### src/rtl/act_pkg.sv
// Shared types and constants for the activation-function datapath.
// Operands are signed Q1.6 and exponential results are unsigned Q3.5.
package act_pkg;

  localparam int SZ           = 8;
  localparam int EXP_IN_FRAC  = 6;
  localparam int EXP_OUT_FRAC = 5;

  typedef logic signed [EXP_IN_FRAC+1:0] exp_arg_t;  // Q1.6 operand
  typedef logic        [EXP_OUT_FRAC+2:0] exp_val_t; // Q3.5 result

endpackage

### src/rtl/exp_rom.sv
// Combinational e^x table: val = round_half_up(exp(signed(addr)/64) * 32).
// The contents were generated offline and are monotonic in signed address order.
module exp_rom
  import act_pkg::*;
(
  input  logic [SZ-1:0] addr,
  output exp_val_t      val
);

  always_comb begin
    val = '0;
    case (addr)
      8'h00: val = 8'd32;   8'h01: val = 8'd33;
      8'h02: val = 8'd33;   8'h03: val = 8'd34;
      8'h04: val = 8'd34;   8'h05: val = 8'd35;
      8'h06: val = 8'd35;   8'h07: val = 8'd36;
      8'h08: val = 8'd36;   8'h09: val = 8'd37;
      8'h0A: val = 8'd37;   8'h0B: val = 8'd38;
      8'h0C: val = 8'd39;   8'h0D: val = 8'd39;
      8'h0E: val = 8'd40;   8'h0F: val = 8'd40;
      8'h10: val = 8'd41;   8'h11: val = 8'd42;
      8'h12: val = 8'd42;   8'h13: val = 8'd43;
      8'h14: val = 8'd44;   8'h15: val = 8'd44;
      8'h16: val = 8'd45;   8'h17: val = 8'd46;
      8'h18: val = 8'd47;   8'h19: val = 8'd47;
      8'h1A: val = 8'd48;   8'h1B: val = 8'd49;
      8'h1C: val = 8'd50;   8'h1D: val = 8'd50;
      8'h1E: val = 8'd51;   8'h1F: val = 8'd52;
      8'h20: val = 8'd53;   8'h21: val = 8'd54;
      8'h22: val = 8'd54;   8'h23: val = 8'd55;
      8'h24: val = 8'd56;   8'h25: val = 8'd57;
      8'h26: val = 8'd58;   8'h27: val = 8'd59;
      8'h28: val = 8'd60;   8'h29: val = 8'd61;
      8'h2A: val = 8'd62;   8'h2B: val = 8'd63;
      8'h2C: val = 8'd64;   8'h2D: val = 8'd65;
      8'h2E: val = 8'd66;   8'h2F: val = 8'd67;
      8'h30: val = 8'd68;   8'h31: val = 8'd69;
      8'h32: val = 8'd70;   8'h33: val = 8'd71;
      8'h34: val = 8'd72;   8'h35: val = 8'd73;
      8'h36: val = 8'd74;   8'h37: val = 8'd76;
      8'h38: val = 8'd77;   8'h39: val = 8'd78;
      8'h3A: val = 8'd79;   8'h3B: val = 8'd80;
      8'h3C: val = 8'd82;   8'h3D: val = 8'd83;
      8'h3E: val = 8'd84;   8'h3F: val = 8'd86;
      8'h40: val = 8'd87;   8'h41: val = 8'd88;
      8'h42: val = 8'd90;   8'h43: val = 8'd91;
      8'h44: val = 8'd93;   8'h45: val = 8'd94;
      8'h46: val = 8'd96;   8'h47: val = 8'd97;
      8'h48: val = 8'd99;   8'h49: val = 8'd100;
      8'h4A: val = 8'd102;  8'h4B: val = 8'd103;
      8'h4C: val = 8'd105;  8'h4D: val = 8'd107;
      8'h4E: val = 8'd108;  8'h4F: val = 8'd110;
      8'h50: val = 8'd112;  8'h51: val = 8'd113;
      8'h52: val = 8'd115;  8'h53: val = 8'd117;
      8'h54: val = 8'd119;  8'h55: val = 8'd121;
      8'h56: val = 8'd123;  8'h57: val = 8'd125;
      8'h58: val = 8'd127;  8'h59: val = 8'd129;
      8'h5A: val = 8'd131;  8'h5B: val = 8'd133;
      8'h5C: val = 8'd135;  8'h5D: val = 8'd137;
      8'h5E: val = 8'd139;  8'h5F: val = 8'd141;
      8'h60: val = 8'd143;  8'h61: val = 8'd146;
      8'h62: val = 8'd148;  8'h63: val = 8'd150;
      8'h64: val = 8'd153;  8'h65: val = 8'd155;
      8'h66: val = 8'd158;  8'h67: val = 8'd160;
      8'h68: val = 8'd163;  8'h69: val = 8'd165;
      8'h6A: val = 8'd168;  8'h6B: val = 8'd170;
      8'h6C: val = 8'd173;  8'h6D: val = 8'd176;
      8'h6E: val = 8'd178;  8'h6F: val = 8'd181;
      8'h70: val = 8'd184;  8'h71: val = 8'd187;
      8'h72: val = 8'd190;  8'h73: val = 8'd193;
      8'h74: val = 8'd196;  8'h75: val = 8'd199;
      8'h76: val = 8'd202;  8'h77: val = 8'd205;
      8'h78: val = 8'd209;  8'h79: val = 8'd212;
      8'h7A: val = 8'd215;  8'h7B: val = 8'd219;
      8'h7C: val = 8'd222;  8'h7D: val = 8'd226;
      8'h7E: val = 8'd229;  8'h7F: val = 8'd233;
      // Negative operands: 0x80 is -2.0, 0xFF is -1/64.
      8'h80: val = 8'd4;    8'h81: val = 8'd4;
      8'h82: val = 8'd4;    8'h83: val = 8'd5;
      8'h84: val = 8'd5;    8'h85: val = 8'd5;
      8'h86: val = 8'd5;    8'h87: val = 8'd5;
      8'h88: val = 8'd5;    8'h89: val = 8'd5;
      8'h8A: val = 8'd5;    8'h8B: val = 8'd5;
      8'h8C: val = 8'd5;    8'h8D: val = 8'd5;
      8'h8E: val = 8'd5;    8'h8F: val = 8'd5;
      8'h90: val = 8'd6;    8'h91: val = 8'd6;
      8'h92: val = 8'd6;    8'h93: val = 8'd6;
      8'h94: val = 8'd6;    8'h95: val = 8'd6;
      8'h96: val = 8'd6;    8'h97: val = 8'd6;
      8'h98: val = 8'd6;    8'h99: val = 8'd6;
      8'h9A: val = 8'd7;    8'h9B: val = 8'd7;
      8'h9C: val = 8'd7;    8'h9D: val = 8'd7;
      8'h9E: val = 8'd7;    8'h9F: val = 8'd7;
      8'hA0: val = 8'd7;    8'hA1: val = 8'd7;
      8'hA2: val = 8'd7;    8'hA3: val = 8'd7;
      8'hA4: val = 8'd8;    8'hA5: val = 8'd8;
      8'hA6: val = 8'd8;    8'hA7: val = 8'd8;
      8'hA8: val = 8'd8;    8'hA9: val = 8'd8;
      8'hAA: val = 8'd8;    8'hAB: val = 8'd8;
      8'hAC: val = 8'd9;    8'hAD: val = 8'd9;
      8'hAE: val = 8'd9;    8'hAF: val = 8'd9;
      8'hB0: val = 8'd9;    8'hB1: val = 8'd9;
      8'hB2: val = 8'd9;    8'hB3: val = 8'd10;
      8'hB4: val = 8'd10;   8'hB5: val = 8'd10;
      8'hB6: val = 8'd10;   8'hB7: val = 8'd10;
      8'hB8: val = 8'd10;   8'hB9: val = 8'd11;
      8'hBA: val = 8'd11;   8'hBB: val = 8'd11;
      8'hBC: val = 8'd11;   8'hBD: val = 8'd11;
      8'hBE: val = 8'd11;   8'hBF: val = 8'd12;
      8'hC0: val = 8'd12;   8'hC1: val = 8'd12;
      8'hC2: val = 8'd12;   8'hC3: val = 8'd12;
      8'hC4: val = 8'd13;   8'hC5: val = 8'd13;
      8'hC6: val = 8'd13;   8'hC7: val = 8'd13;
      8'hC8: val = 8'd13;   8'hC9: val = 8'd14;
      8'hCA: val = 8'd14;   8'hCB: val = 8'd14;
      8'hCC: val = 8'd14;   8'hCD: val = 8'd14;
      8'hCE: val = 8'd15;   8'hCF: val = 8'd15;
      8'hD0: val = 8'd15;   8'hD1: val = 8'd15;
      8'hD2: val = 8'd16;   8'hD3: val = 8'd16;
      8'hD4: val = 8'd16;   8'hD5: val = 8'd16;
      8'hD6: val = 8'd17;   8'hD7: val = 8'd17;
      8'hD8: val = 8'd17;   8'hD9: val = 8'd17;
      8'hDA: val = 8'd18;   8'hDB: val = 8'd18;
      8'hDC: val = 8'd18;   8'hDD: val = 8'd19;
      8'hDE: val = 8'd19;   8'hDF: val = 8'd19;
      8'hE0: val = 8'd19;   8'hE1: val = 8'd20;
      8'hE2: val = 8'd20;   8'hE3: val = 8'd20;
      8'hE4: val = 8'd21;   8'hE5: val = 8'd21;
      8'hE6: val = 8'd21;   8'hE7: val = 8'd22;
      8'hE8: val = 8'd22;   8'hE9: val = 8'd22;
      8'hEA: val = 8'd23;   8'hEB: val = 8'd23;
      8'hEC: val = 8'd23;   8'hED: val = 8'd24;
      8'hEE: val = 8'd24;   8'hEF: val = 8'd25;
      8'hF0: val = 8'd25;   8'hF1: val = 8'd25;
      8'hF2: val = 8'd26;   8'hF3: val = 8'd26;
      8'hF4: val = 8'd27;   8'hF5: val = 8'd27;
      8'hF6: val = 8'd27;   8'hF7: val = 8'd28;
      8'hF8: val = 8'd28;   8'hF9: val = 8'd29;
      8'hFA: val = 8'd29;   8'hFB: val = 8'd30;
      8'hFC: val = 8'd30;   8'hFD: val = 8'd31;
      8'hFE: val = 8'd31;   8'hFF: val = 8'd32;
      default: val = '0;
    endcase
  end

endmodule

### src/rtl/exp_lut.sv
// Registered e^x look-up: one-cycle latency, one result per cycle.
// The output register only loads on in_valid, so idle operand bits never reach exp.
module exp_lut #(
  parameter int SZ = act_pkg::SZ
) (
  input  logic          clk,
  input  logic          rst,
  input  logic          in_valid,
  input  logic [SZ-1:0] angle,
  output logic          out_valid,
  output logic [SZ-1:0] exp
);
  import act_pkg::*;

  localparam int IN_FRAC  = EXP_IN_FRAC;
  localparam int OUT_FRAC = EXP_OUT_FRAC;

  logic signed [IN_FRAC+1:0] angle_s;
  logic [OUT_FRAC+2:0]       rom_val;
  exp_val_t                  exp_d, exp_q;
  logic                      valid_d, valid_q;

  assign angle_s = angle;

  exp_rom u_rom (
    .addr (angle_s),
    .val  (rom_val)
  );

  always_comb begin
    exp_d   = exp_q;
    valid_d = 1'b0;
    if (in_valid) begin
      exp_d   = rom_val;
      valid_d = 1'b1;
    end
  end

  always_ff @(posedge clk) begin
    if (rst) begin
      exp_q   <= '0;
      valid_q <= 1'b0;
    end else begin
      exp_q   <= exp_d;
      valid_q <= valid_d;
    end
  end

  assign exp       = exp_q;
  assign out_valid = valid_q;

endmodule

### config.mk
export PLATFORM = sky130hd
export DESIGN_NAME = exp_lut
export DESIGN_NICKNAME = d
export VERILOG_FILES = /design/src/rtl/act_pkg.sv /design/src/rtl/exp_rom.sv /design/src/rtl/exp_lut.sv
export SDC_FILE = /design/constraint.sdc
export NUM_CORES = 1
export LEC_CHECK = 0
export ABC_AREA = 1
export CAP_MARGIN = 20
export CORE_AREA = 5 5 83 85
export CTS_CLUSTER_DIAMETER = 60
export DETAILED_ROUTE_END_ITERATION = 8
export DIE_AREA = 0 0 88 90
export PLACE_DENSITY = 0.5
export SYNTH_ARGS = -nofsm -noshare
export SYNTH_HDL_FRONTEND = slang
export SYNTH_SLANG_ARGS = --single-unit
### constraint.sdc
create_clock -name clk -period 3.1 [get_ports clk]
set_input_delay 0.465 -clock clk [delete_from_list [all_inputs] [get_ports clk]]
set_output_delay 0.465 -clock clk [all_outputs]
set_load 0.01 [all_outputs]
==> metrics <==
number of global-route vias before repair around 2200; met1 Use GR 0.227; CTS sink cnt 9; setup TNS 0 ps; status complete, no violations; leakage 0.000997 uW; fin nets approximately 370; Syn Area/Cell 5.35 um^2; r2r startpoint exp[4]; Critical Path End exp[0]; Core Region approximately 6100 um^2; antenna-violating nets left 0; RSZ-0062 raised after global routing no; EDFF count, synth 0; worst-path cell chain clkdlybuf4s50_1, inv_1, ha_1, inv_1, nand2_1, nand2_1, nand2_1, nand3_1, nand2_1, nand2_1, nor2_1, nand2_1, nand3_1, a21oi_1; Yosys top cell area share 0.227; chip width ~90 um; final core occ 0.335; Die H around 90 um; M3 GR Usage 0.0265; register area share after synthesis 0.104; GRT Util Overall 0.161; Crit path largest cell delay approximately 670 ps; Hold Startpoint exp[0]; Multi-input gate area about 1400 um^2; Worst slew margin 0.634; Initial DRC Count ~340; cell area after synthesis 1740 um^2; Final Max Tran Viols 0; synth top area cells nand2_1, ha_1, nand3_1; Vias/cell between 5 and 6; die area just under 8000 um^2; Critical Path Most Common Cell nand2_1; Power Density about 260 nW/um^2; dpl ws between 300 and 400 ps; CP top delay family buffers and inverters; critical path data arrival time roughly 2700 ps; largest net degree at the start of global routing 28; I/O Buffers 19; CTS buffer count 3; worst reg2reg setup slack roughly 2400 ps; Crit-path slowest cell clkdlybuf4s50_1; TritonCTS clock tree yes; CP Launch Type input pin; clock-pin slew on the worst setup and hold paths 40 ps; fin crit share 0.806; met2 Use GR 0.245; endpoints failing setup 0; share of post-route cells with drive strength above 1 0.0440; clk_lat worst skew roughly 230 ps; CP max FO 8; min Tclk post-route 2500 ps; Ant. Diodes 0; clock root cell clkbuf_8; most common cell in the synthesized netlist nand2_1; Hold Buf Count CTS 0; post-synth top area cell nand2_1; initial antenna violation count 0; Clock Skews 0 ps; Register-to-Register Path Depth 4; Tot Pwr 531 uW; final wirelength 6.23 mm; Placer Congestion about 0.93; H-tree levels 1; Achievable Freq 0.400 GHz; top_reg_cell synth dfxtp_1; Crit Path Class input pin to flip-flop; cts repair resizes 0; first drt pass iteration count 5; Max Root-Sink Buffers 2; VDD IR max 0.000177 V; CP endpoint kind flip-flop; Req. time, crit path ~3300 ps; P&R area growth vs syn 18.1%; busiest layer in global routing met2; Synth Register Bits 9; PnR worst setup slack about 600 ps; RR Endpoint exp[4]; FF/Latch Area 180 um^2; post-CTS setup buffer count 0; maxcap violations 0; Post-Syn Instances 325; WL per Instance between 10 and 15 um; Async S/R FF share, synth 0; Buf/Inv on CP 3; Initial Util 0.283; Warnings, synthesis 0; via count 2284; crit path from angle[0]; stages on the worst setup path 14; detailed placer's ending HPWL about 4.8 mm; IO Count 20; fill cell total of the finished layout 695; Hold Vio Cnt, Final 0; drt drc 0; syn nets 352; Overflow after GRT 0; row cnt 29; worst slew pin tran roughly 550 ps; Unique masters post-synth 29; synth cell count leaders nand2_1, nand3_1, nor2_1; first-pass GRT wire length 10.6 mm; HP Class flip-flop to flip-flop
==> stage by stage <==
step | cells | hold WS (ps) | area [um^2]
2_1_floorplan | 325 | 484 | 1740
3_3_place_gp | 414 | 460 | 2010
3_5_place_dp | 414 | 463 | 2010
4_1_cts | 418 | 475 | 2050
5_1_grt | 418 | 489 | 2050
6_report | 418 | 470 | 2050
==> worst min-delay path by stage <==
| stage | end | slack, ps | depth (start not counted) |
|---|---|---|---|
| after floorplan | exp[0] | 480 | 2 |
| after global placement | exp[7] | 460 | 2 |
| after detailed placement | exp[7] | 460 | 2 |
| after CTS | exp[0] | 480 | 2 |
| after global routing | exp[0] | 490 | 2 |
| final | exp[0] | 470 | 2 |
==> registers in the layout, indices dropped and copies added, names as in the netlist <==
signal	count
exp	8
out_valid	1
==> tightest hold or removal path: stages, from the launching register on <==
cell     delay, ps
dfxtp_1        310
nand2_1         60
a21oi_1         50
==> report_power, final <==
group	leakage, uW	switching (uW)	total (uW)	internal [uW]
logic	0.000900	171	269	98.1
clock network	0.0000228	45.3	135	89.5
registers	0.0000742	3.45	127	124
==> layer usage <==
| layer | wire length, um | up-vias |
|---|---|---|
| met3 | 462 | 14 |
| met2 | 2870 | 140 |
| met1 | 2760 | 1007 |
| li1 | - | 1123 |
| met5 | 0 | - |
| met4 | 140 | 0 |
==> cell type report <==
cell class / instances / share of cell area
Clock buffer: 4 / 0.0220
Tap cell: 77 / 0.0470
Timing Repair Buffer: 28 / 0.126
Sequential cell: 9 / 0.0878
Inverter: 28 / 0.0512
Multi-Input combinational cell: 272 / 0.666
==> logic make-up after synthesis <==
group | count (synthesis) | share of synthesized area
and+or+nand+nor | 181 | 0.425
DFF | 9 | 0.104
buffers and inverters | 44 | 0.109
adders and majority gates | 16 | 0.115
AOI/OAI and AO/OA | 75 | 0.247
==> cells in the final DEF, fill, tap and decap left out <==
master	count
o21ai_0	21
inv_1	26
inv_2	2
a211oi_1	1
o311ai_0	1
clkdlybuf4s50_1	19
nor2_1	32
nand2_1	105
a22oi_1	1
o21a_1	2
nor3_1	2
a21oi_1	31
o41ai_1	1
nand4_1	2
o21ai_1	1
o22ai_1	1
clkbuf_8	3
nand3_1	39
ha_1	16
a31oi_1	2
dfxtp_1	9
clkbuf_1	1
a21boi_0	1
o31ai_1	2
o21bai_1	1
o211ai_1	9
buf_4	9
or2_2	1
Power figures use the tool's default switching activity.
